===== config.mk =====
export PLATFORM = sky130hd
export DESIGN_NAME = kpn_fifo_channel
export DESIGN_NICKNAME = d
export VERILOG_FILES = /design/src/rtl/kpn_pkg.sv /design/src/rtl/kpn_fifo_mem.sv /design/src/rtl/kpn_fifo_channel.sv
export SDC_FILE = /design/constraint.sdc
export NUM_CORES = 1
export LEC_CHECK = 0
export ABC_AREA = 1
export CAP_MARGIN = 5
export CORE_UTILIZATION = 54
export DETAILED_ROUTE_END_ITERATION = 7
export GPL_ROUTABILITY_DRIVEN = 0
export PLACE_DENSITY = 0.77
export SYNTH_ARGS = -nofsm -noshare
export SYNTH_HDL_FRONTEND = slang
export SYNTH_HIERARCHICAL = 1
export SYNTH_SLANG_ARGS = --single-unit
export TNS_END_PERCENT = 20

===== constraint.sdc =====
create_clock -name clk -period 2.9 [get_ports clk]
set_input_delay 0.435 -clock clk [delete_from_list [all_inputs] [get_ports clk]]
set_output_delay 0.435 -clock clk [all_outputs]
set_load 0.01 [all_outputs]

===== src/rtl/kpn_pkg.sv =====
// Shared KPN fabric definitions: operand/token widths, default channel depth, token type.
package kpn_pkg;

  localparam int unsigned KPN_OPERAND_WIDTH      = 16;
  localparam int unsigned KPN_TOKEN_WIDTH        = 32;
  localparam int unsigned KPN_FIFO_DEPTH_DEFAULT = 8;

  typedef logic [KPN_TOKEN_WIDTH-1:0] kpn_token_t;

endpackage


===== src/rtl/kpn_fifo_mem.sv =====
// Token storage for a KPN channel: one synchronous write port and one registered read port.
module kpn_fifo_mem
  import kpn_pkg::*;
#(
  parameter int unsigned DATA_WIDTH = KPN_TOKEN_WIDTH,
  parameter int unsigned DEPTH      = KPN_FIFO_DEPTH_DEFAULT,
  parameter int unsigned ADDR_WIDTH = $clog2(DEPTH)
) (
  input  logic                  clk,
  input  logic                  reset_n,
  input  logic                  i_we,
  input  logic [ADDR_WIDTH-1:0] i_waddr,
  input  logic [DATA_WIDTH-1:0] i_wdata,
  input  logic                  i_re,
  input  logic [ADDR_WIDTH-1:0] i_raddr,
  output logic [DATA_WIDTH-1:0] o_rdata
);

  logic [DATA_WIDTH-1:0] r_mem [DEPTH];
  logic [DATA_WIDTH-1:0] r_rdata;

  always_ff @(posedge clk) begin
    if (i_we) begin
      r_mem[i_waddr] <= i_wdata;
    end
  end

  // Same-address read and write on one edge returns the old word (read-before-write).
  always_ff @(posedge clk) begin
    if (!reset_n) begin
      r_rdata <= '0;
    end else if (i_re) begin
      r_rdata <= r_mem[i_raddr];
    end
  end

  assign o_rdata = r_rdata;

endmodule


===== src/rtl/kpn_fifo_channel.sv =====
// Bounded blocking FIFO channel for KPN tokens; sticky error flags when KPN_FIFO_ERR_FLAGS_EN
// is defined.
module kpn_fifo_channel
  import kpn_pkg::*;
#(
  parameter int unsigned DATA_WIDTH = KPN_TOKEN_WIDTH,
  parameter int unsigned DEPTH      = KPN_FIFO_DEPTH_DEFAULT,
  parameter int unsigned PTR_WIDTH  = $clog2(DEPTH)
) (
  input  logic                  clk,
  input  logic                  reset_n,
  input  logic                  wr,
  input  logic [DATA_WIDTH-1:0] data_in,
  output logic                  full,
  input  logic                  rd,
  output logic [DATA_WIDTH-1:0] data_out,
  output logic                  data_valid,
  output logic                  empty,
  output logic [PTR_WIDTH:0]    count
`ifdef KPN_FIFO_ERR_FLAGS_EN
  ,
  output logic                  overflow,
  output logic                  underflow
`endif
);

  localparam logic [PTR_WIDTH:0] FullCount = (PTR_WIDTH+1)'(DEPTH);

  logic [PTR_WIDTH-1:0] r_wr_ptr, r_rd_ptr;
  logic [PTR_WIDTH:0]   r_count;
  logic                 r_data_valid;
  logic                 w_full, w_empty;
  logic                 w_rd_acc, w_wr_acc;

  assign w_full  = (r_count == FullCount);
  assign w_empty = (r_count == '0);

  // A read frees a slot on the same edge, so a write to a full channel is accepted with it.
  assign w_rd_acc = rd && !w_empty;
  assign w_wr_acc = wr && (!w_full || w_rd_acc);

  always_ff @(posedge clk) begin
    if (!reset_n) begin
      r_wr_ptr     <= '0;
      r_rd_ptr     <= '0;
      r_count      <= '0;
      r_data_valid <= 1'b0;
    end else begin
      r_data_valid <= w_rd_acc;
      if (w_wr_acc) begin
        r_wr_ptr <= r_wr_ptr + 1'b1;
      end
      if (w_rd_acc) begin
        r_rd_ptr <= r_rd_ptr + 1'b1;
      end
      if (w_wr_acc && !w_rd_acc) begin
        r_count <= r_count + 1'b1;
      end else if (w_rd_acc && !w_wr_acc) begin
        r_count <= r_count - 1'b1;
      end
    end
  end

  kpn_fifo_mem #(
    .DATA_WIDTH (DATA_WIDTH),
    .DEPTH      (DEPTH),
    .ADDR_WIDTH (PTR_WIDTH)
  ) u_mem (
    .clk     (clk),
    .reset_n (reset_n),
    .i_we    (w_wr_acc && reset_n),
    .i_waddr (r_wr_ptr),
    .i_wdata (data_in),
    .i_re    (w_rd_acc),
    .i_raddr (r_rd_ptr),
    .o_rdata (data_out)
  );

`ifdef KPN_FIFO_ERR_FLAGS_EN
  logic r_overflow, r_underflow;

  always_ff @(posedge clk) begin
    if (!reset_n) begin
      r_overflow  <= 1'b0;
      r_underflow <= 1'b0;
    end else begin
      if (wr && !w_wr_acc) begin
        r_overflow <= 1'b1;
      end
      if (rd && w_empty) begin
        r_underflow <= 1'b1;
      end
    end
  end

  assign overflow  = r_overflow;
  assign underflow = r_underflow;
`endif

  assign full       = w_full;
  assign empty      = w_empty;
  assign count      = r_count;
  assign data_valid = r_data_valid;

endmodule


* After elaboration in Yosys (flattened, before gate mapping)
Memories as Yosys holds them, arrays and structs flattened. A register that Yosys moved wholly into a read port is not among the register bits.
Cells that the tools add are included.
** Word-level totals
- Memory bits (writable) :: 256
- Memories kept :: 1
- Register bits after elaboration :: 11
- Output and inout port bits :: 39
** Memories
- u_mem.r_mem :: words 8, width 32, rd ports 1, clocked after Yosys merged registers in 1, write ports 1, RTL line kpn_fifo_mem.sv:19 : logic [DATA_WIDTH-1:0] r_mem [DEPTH];
** Cells by class
- Add/sub/neg operators :: 4
- Equality and inequality tests :: 1
- Multiplexer cells :: 4
- Reduce and logical (&&, ||, !) cells :: 13
** Operators with widths (count)
- $mux W4 :: 2
- $add A3 B1 Y3 const B :: 2
- $logic_and A1 B1 Y1 :: 5
- $logic_not A1 Y1 :: 5
- $add A4 B1 Y4 const B :: 1
- $eq A4 B4 Y1 const B :: 1
- $logic_not A4 Y1 :: 1
- $sub A4 B1 Y4 const B :: 1
- $mux W1 :: 2
- $reduce_bool A2 Y1 :: 1
- $logic_or A1 B1 Y1 :: 1

* Logic depth before layout (Yosys ltp)
Gate-level depths: netlist of the first run.
- Word-level depth :: 9
- Mapped depth :: 14
- Depth with buffers taken out :: 14

* Modules after synthesis
Netlist of the first run, hierarchy kept.
** Modules (own cells, without submodules)
- kpn_fifo_mem :: area an instance 11989.0 um2, instances 1, cells each 1166
- kpn_fifo_channel :: area an instance 638.1 um2, instances 1, cells each 83

* Worst setup path after synthesis of the first run
Ideal clock, no wire load.
- Path type :: reg-to-reg
- From :: reg r_count[0] (netlist: count[0])
- To :: mem u_mem/r_mem[1][0] in the netlist's numbering, enable pin
- Path slack :: 101 ps
- Buffers on the path :: 0
- Arrival time :: 2378 ps
- Data required time :: 2479 ps
- Stages on the path, launching flop included :: 7
- Cell sequence :: dfxtp_1 nor2_4 nand4_2 nand2_1 nor2_1 nand2_1 nor2_1
** Between the ends
- Cells in the longest elaborated chain, start to end :: 8
- Elaborated cells on any way between the ends :: 10
- Those cells by class :: 1 x eq/ne; 2 x mux; 7 x reduce/logical
** RTL lines
- start: declaration :: RTL line kpn_fifo_channel.sv:30 : logic [PTR_WIDTH:0] r_count;
- start signal: assignment :: RTL line kpn_fifo_channel.sv:57 : r_count <= r_count + 1'b1;
- start signal: assignment :: RTL line kpn_fifo_channel.sv:59 : r_count <= r_count - 1'b1;
- $logic_not A4 Y1 :: RTL line kpn_fifo_channel.sv:36 : assign w_empty = (r_count == '0);
- $logic_not A1 Y1 :: RTL line kpn_fifo_channel.sv:39 : assign w_rd_acc = rd && !w_empty;
- $logic_and A1 B1 Y1 :: RTL line kpn_fifo_channel.sv:39
- $logic_or A1 B1 Y1 (*) :: RTL line kpn_fifo_channel.sv:40 : assign w_wr_acc = wr && (!w_full || w_rd_acc);
- $logic_and A1 B1 Y1 (*) :: RTL line kpn_fifo_channel.sv:40
- $logic_and A1 B1 Y1 (*) :: RTL line kpn_fifo_channel.sv:71 : .i_we (w_wr_acc && reset_n),
- $mux W1 (*) :: RTL line kpn_fifo_mem.sv:23 : if (i_we) begin
- $mux W1 (implied by the code) (*) :: RTL line kpn_fifo_mem.sv:24 : r_mem[i_waddr] <= i_wdata;
- end: declaration :: RTL line kpn_fifo_mem.sv:19
Mark *: on every way between the ends. The rest lies on a longest branch, timed or not.

* Worst setup path after layout of the first run
- From :: reg r_count[0] (netlist: count[0])
- To :: mem u_mem/r_mem[3][30] in the netlist's numbering, enable pin
The elaborated chain is that of the path after synthesis.

==> results of run 1 <==
## cell families after synthesis
logic type               Yosys count  share of synthesized area
AO/OA/AOI/OAI                     75                     0.0297
XOR/XNOR                           4                    0.00277
adder cells (fa/ha/maj)            6                    0.00654
buffers and inverters            334                      0.103
flip-flops                       299                      0.677
AND/OR/NAND/NOR                  531                      0.181
## path summary, 6_finish.rpt
kind / startpoint / end / slack [ns] / cells after the start
min reg2reg: u_mem/o_rdata[5] / u_mem/o_rdata[5] / 0.52 / 2
min: u_mem/o_rdata[5] / u_mem/o_rdata[5] / 0.52 / 2
max: count[0] / u_mem/r_mem[3][30] / 0.63 / 7
max reg2reg: count[0] / u_mem/r_mem[3][30] / 0.63 / 7
## worst max-delay path: stages, from the launching register on
cell and delay, ns:
dfxtp_1 0.52, nor2_4 0.08, nand4_2 0.14, nand2_1 0.09
nor2_1 0.25, nand2_1 0.29, nor2_4 0.36, buf_12 0.22
## final cells by class
type / instances / area [µm²] / area share
Multi-Input combinational cell: 616 / 2840 / 0.192
Tap cell: 313 / 392 / 0.0265
Clock inverter: 15 / 123 / 0.00829
Timing Repair Buffer: 100 / 1040 / 0.0700
Clock buffer: 41 / 813 / 0.0550
Inverter: 276 / 1040 / 0.0703
Sequential cell: 299 / 8550 / 0.578
## through the flow
step           hold slack (ns)  instance area, µm²
5_1_grt                  0.552               14800
6_report                 0.523               14800
4_1_cts                  0.530               14800
2_1_floorplan            0.461               12600
3_5_place_dp             0.512               13900
3_3_place_gp             0.505               13900
## registers in the layout (all words and copies together), names as in the netlist
| signal | flops |
|---|---|
| count | 4 |
| data_valid | 1 |
| u_mem/o_rdata | 32 |
| r_wr_ptr | 3 |
| r_rd_ptr | 3 |
| u_mem/r_mem | 256 |
## power by group through the flow
stage                     logic (mW)  registers (mW)  clock network, mW
after floorplan                 1.68            5.26                  0
after global placement          2.66            5.22                  0
after detailed placement        2.74            5.23                  0
after CTS                       2.76            5.15               3.71
after global routing            3.05            5.18               3.87
final                           2.75            5.14               3.66
## synth_stat cells, drive strengths merged
cell	n	area share
nand2	308	0.093
inv	276	0.082
edfxtp	256	0.61
nand3	199	0.079
dfxtp	43	0.068
a21oi	39	0.015
buf	39	0.015
o21ai	36	0.014
nor2	21	0.0070
clkbuf	19	0.0056
ha	5	0.0050
xor2	3	0.0021
fa	1	0.0016
nand3b	1	0.00059
nand4	1	0.00099
nor4	1	0.00050
xnor2	1	0.00069
## per-layer routing
layer | wire length [µm] | part of all wire | vias up
li1 | - | - | 4145
met1 | 11300 | 0.42 | 4137
met3 | 1750 | 0.064 | 35
met5 | 0 | 0 | -
met4 | 403 | 0.015 | 0
met2 | 13700 | 0.50 | 293
==> flow_summary_export.csv, run 1 <==
group,metric,value,unit
grt,globalRouteTotalUtil,0.234,
floorplanning,die-height,155,µm
clock_tree,path_clk_slew,0.06,ns
final_layout,layout_commonest_cell,"nand2_1",
synthesis,synth_warnings,6,
final_layout,layout-drive-gt1-share,0.0653,
timing,finalSetupViolCount,0,
clock_tree,cts_setup_buffers,0,
placement,portBuffers,74,
worst_setup_path,worstSetupPathType,"reg -> reg",
worst_setup_path,cp-start-kind,"flip-flop",
final_layout,final_cell_mix,"nand2_1, inv_1, edfxtp_1",
power_and_ir_drop,leakage,6.38,nW
grt,top_usage_layer,"met2",
final_layout,instances_no_fill,1660,
grt,antenna_found_initial,0,
grt,grt_pass1_wl,43.6,mm
route,ant_nets,0,
grt,use_met2,0.408,
grt,grtUsageMet1,0.306,
power_and_ir_drop,seqPwrFrac,0.445,
power_and_ir_drop,power.density,781,mW/mm²
worst_setup_path,worstPathRequired,3.13,ns
clock_tree,insertion_delay,0.54,ns
clock_tree,cts_max_path_buffers,3,
synthesis,synth_cell_types,25,
route,drt_iter0_markers,842,
clock_tree,cts-resized-gates,0,
synthesis,netlist_area,0.0126,mm²
synthesis,syn-num-nets,1291,
timing,fmax,440,MHz
final_layout,fin_nets,1365,
route,vias,8610,
clock_tree,cts.hold.buffers_added,0,
outcome,outcome,"completed",
floorplanning,die_w,155,µm
grt,grtUsageMet3,0.0337,
clock_tree,cts.sinks,299,
worst_setup_path,cp_max_fo,19,
route,drtPass1Iterations,6,
clock_tree,cts_root_buf,"clkbuf_16",
route,drcViolationCount,0,
final_layout,area_growth_syn_to_layout,17.2,%
floorplanning,rows,55,
timing,slew_viol_final,0,
power_and_ir_drop,p_clk_frac,0.317,
route,wl_per_cell,16.4,µm
power_and_ir_drop,p_switching,3.44,mW
power_and_ir_drop,max-vdd-ir-drop,563,µV
timing,max_slew.worst_pin.slew,0.823,ns
final_layout,n_fill_cell,1659,
worst_setup_path,crit_arrival,2.50,ns
power_and_ir_drop,combPwrFrac,0.238,
clock_tree,cts_tree,"done",
timing,fin_ws,0.625,ns
synthesis,synth-seq-area-share,0.677,
grt,grt_overflow,0,
route,route.final.wire_length,27.2,mm
floorplanning,io_pins,75,
synthesis,synth.avg_cell_area,10.1,µm²
worst_setup_path,end_kind,"flip-flop",
timing,hold_viol_final,0,
clock_tree,numCtsBuffers,30,
grt,grt_pass1_vias,8464,
synthesis,netlist_instances,1249,
timing,rsz0062_at_grt,"false",
power_and_ir_drop,total_power,11.6,mW
final_layout,antennaDiodeCount,0,
clock_tree,htree_num_levels,1,
timing,fin_crit,2.27,ns
placement,dp_slack,0.173,ns
min_path,hp-class,"reg -> reg",
synthesis,synth-seq-cells,299,
power_and_ir_drop,cell_internal_pwr,8.12,mW
floorplanning,fp.dieArea,0.0240,mm²
route,post_drt_via_cell_ratio,5.19,
grt,grt_start_max_net_pins,108,
placement,place_hpwl,16.0,mm
floorplanning,initial_utilization,0.554,
floorplanning,core_region_area,0.0228,mm²
timing,skew,0.0212,ns
timing,finalCritPeriodShare,0.784,
placement,placed_cells,1604,
power_and_ir_drop,switching_share,0.297,
final_layout,final_util,0.649,
job,cap_viol_max_count,0,
timing,slew_headroom,0.451,
timing,finalSetupTns,0,ns
Power figures use the tool's default switching activity.
==> inputs of run 2 (changes only) <==
--- a/config.mk
+++ b/config.mk
@@ -7,10 +7,10 @@
 export LEC_CHECK = 0
 export ABC_AREA = 1
 export CAP_MARGIN = 5
-export CORE_UTILIZATION = 54
+export CORE_UTILIZATION = 59
 export DETAILED_ROUTE_END_ITERATION = 7
 export GPL_ROUTABILITY_DRIVEN = 0
-export PLACE_DENSITY = 0.77
+export PLACE_DENSITY = 0.8
 export SYNTH_ARGS = -nofsm -noshare
 export SYNTH_HDL_FRONTEND = slang
 export SYNTH_HIERARCHICAL = 1
==> constraint.sdc (replaced) <==
create_clock -name clk -period 2.3 [get_ports clk]
set_input_delay 0.345 -clock clk [delete_from_list [all_inputs] [get_ports clk]]
set_output_delay 0.345 -clock clk [all_outputs]
set_load 0.01 [all_outputs]
==> flow_summary_export.csv, run 2 (synthesis gave the netlist of run 1 again) <==
group,metric,value,unit
clock_tree,htree_num_levels,1,
floorplanning,io_pins,75,
route,vias,8800,
grt,grt_overflow,0,
timing,slew_viol_final,0,
grt,grt_start_max_net_pins,132,
placement,placed_cells,1578,
placement,portBuffers,74,
final_layout,fin_nets,1377,
timing,finalSetupViolCount,0,
final_layout,antennaDiodeCount,0,
worst_setup_path,cp_max_fo,7,
route,drt_iter0_markers,984,
clock_tree,cts.sinks,299,
clock_tree,path_clk_slew,0.06,ns
power_and_ir_drop,power.density,996,mW/mm²
route,wl_per_cell,17.1,µm
timing,skew,0.0280,ns
worst_setup_path,slowest_stage,"clkdlybuf4s50_1",
min_path,hp-class,"in -> reg",
grt,grt_pass1_wl,44.2,mm
route,drcViolationCount,0,
floorplanning,core_region_area,0.0210,mm²
timing,fmax,453,MHz
worst_setup_path,worstPathCellList,"nor4_1 > clkdlybuf4s50_1",
clock_tree,numCtsBuffers,30,
clock_tree,insertion_delay,0.56,ns
power_and_ir_drop,leakage,6.49,nW
worst_setup_path,crit_arrival,1.86,ns
clock_tree,cts_root_buf,"clkbuf_16",
final_layout,largest_reg_flops,256,
final_layout,final_cell_mix,"nand2_1, inv_1, edfxtp_1",
placement,place_hpwl,17.1,mm
clock_tree,cts_tree,"done",
floorplanning,die_w,148,µm
worst_setup_path,critical_path_buf_inv_count,1,
job,cap_viol_max_count,0,
outcome,outcome,"completed",
final_layout,area_growth_syn_to_layout,18.7,%
grt,globalRouteTotalUtil,0.260,
worst_setup_path,end_kind,"primary output",
clock_tree,cts-resized-gates,0,
floorplanning,fp.dieArea,0.0220,mm²
final_layout,instances_no_fill,1633,
worst_setup_path,cp-start-kind,"flip-flop",
floorplanning,initial_utilization,0.601,
worst_setup_path,worstSetupPathType,"reg -> out",
final_layout,finalInstanceArea,0.0150,mm²
worst_setup_path,worstPathRequired,1.96,ns
placement,place_area,0.0140,mm²
timing,finalCritPeriodShare,0.960,
timing,rsz0062_at_grt,"false",
timing,max_slew.worst_pin.slew,0.599,ns
final_layout,final_util,0.713,
grt,grt_pass1_vias,8543,
worst_setup_path,cp_slowest_stage_delay,0.58,ns
worst_setup_path,crit_family,"buffers and inverters",
final_layout,layout_commonest_cell,"nand2_1",
route,post_drt_via_cell_ratio,5.39,
floorplanning,rows,53,
clock_tree,cts_max_path_buffers,3,
grt,antenna_found_initial,0,
timing,hold_viol_final,0,
final_layout,layout-drive-gt1-share,0.0781,
floorplanning,die-height,148,µm
timing,slew_headroom,0.600,
route,ant_nets,0,
route,route.final.wire_length,28.0,mm
final_layout,regMostFlops,"u_mem/r_mem",
clock_tree,cts_setup_buffers,0,
timing,fin_crit,2.21,ns
route,drtPass1Iterations,5,
power_and_ir_drop,max-vdd-ir-drop,642,µV
clock_tree,cts.hold.buffers_added,0,
run 2: area by class of cell:
type                       instances  area [µm²]
timing repair buffer             112        1230
multi-input combinational        616        2840
fill                            1349        6030
clock buffer                      42         826
clock inverter                    13         153
sequential                       299        8560
tap                              275         344
inverter                         276        1040
run 2: worst paths after layout:
kind | from | to | slack [ns] | depth (start not counted)
hold / removal | reset_n | data_valid | 0.11 | 3
hold reg to reg | u_mem/o_rdata[5] | u_mem/o_rdata[5] | 0.53 | 2
setup / recovery | count[0] | full | 0.09 | 2
setup reg to reg | count[0] | count[2] | 0.34 | 9
run 2: metrics by stage:
| stage | setup TNS [ns] | hold slack (ns) | setup slack [ns] | total power, mW |
|---|---|---|---|---|
| 2_1_floorplan | -125.51 | 0.444 | -0.499 | 8.76 |
| 3_3_place_gp | 0 | 0.503 | 0.118 | 10.1 |
| 3_5_place_dp | 0 | 0.514 | 0.0362 | 10.2 |
| 4_1_cts | 0 | 0.109 | 0.0666 | 15.0 |
| 5_1_grt | 0 | 0.114 | 0.00165 | 15.6 |
| 6_report | 0 | 0.112 | 0.0928 | 14.9 |
run 2: where the power goes:
group | internal [mW] | switching [mW] | leakage, nW | total [mW]
registers | 6.25 | 0.239 | 2.67 | 6.49
logic | 1.41 | 2.25 | 3.34 | 3.67
clock network | 2.83 | 1.95 | 0.482 | 4.78
run 2: per-layer routing:
layer,GRT usage,share of wire
met1,0.362,0.41
met2,0.430,0.49
met3,0.0405,0.078
met4,0.0691,0.017
met5,0,0
run 2: worst register-to-register path: cells and delay by family (launching register included):
| family | cells | cell delay, ns |
|---|---|---|
| buffers and inverters | 2 | 0.15 |
| DFF | 1 | 0.40 |
| AOI/OAI and AO/OA | 1 | 0.17 |
| xor gates and xnor gates | 1 | 0.17 |
| adders and majority gates | 2 | 0.57 |
| and+or+nand+nor | 3 | 0.41 |
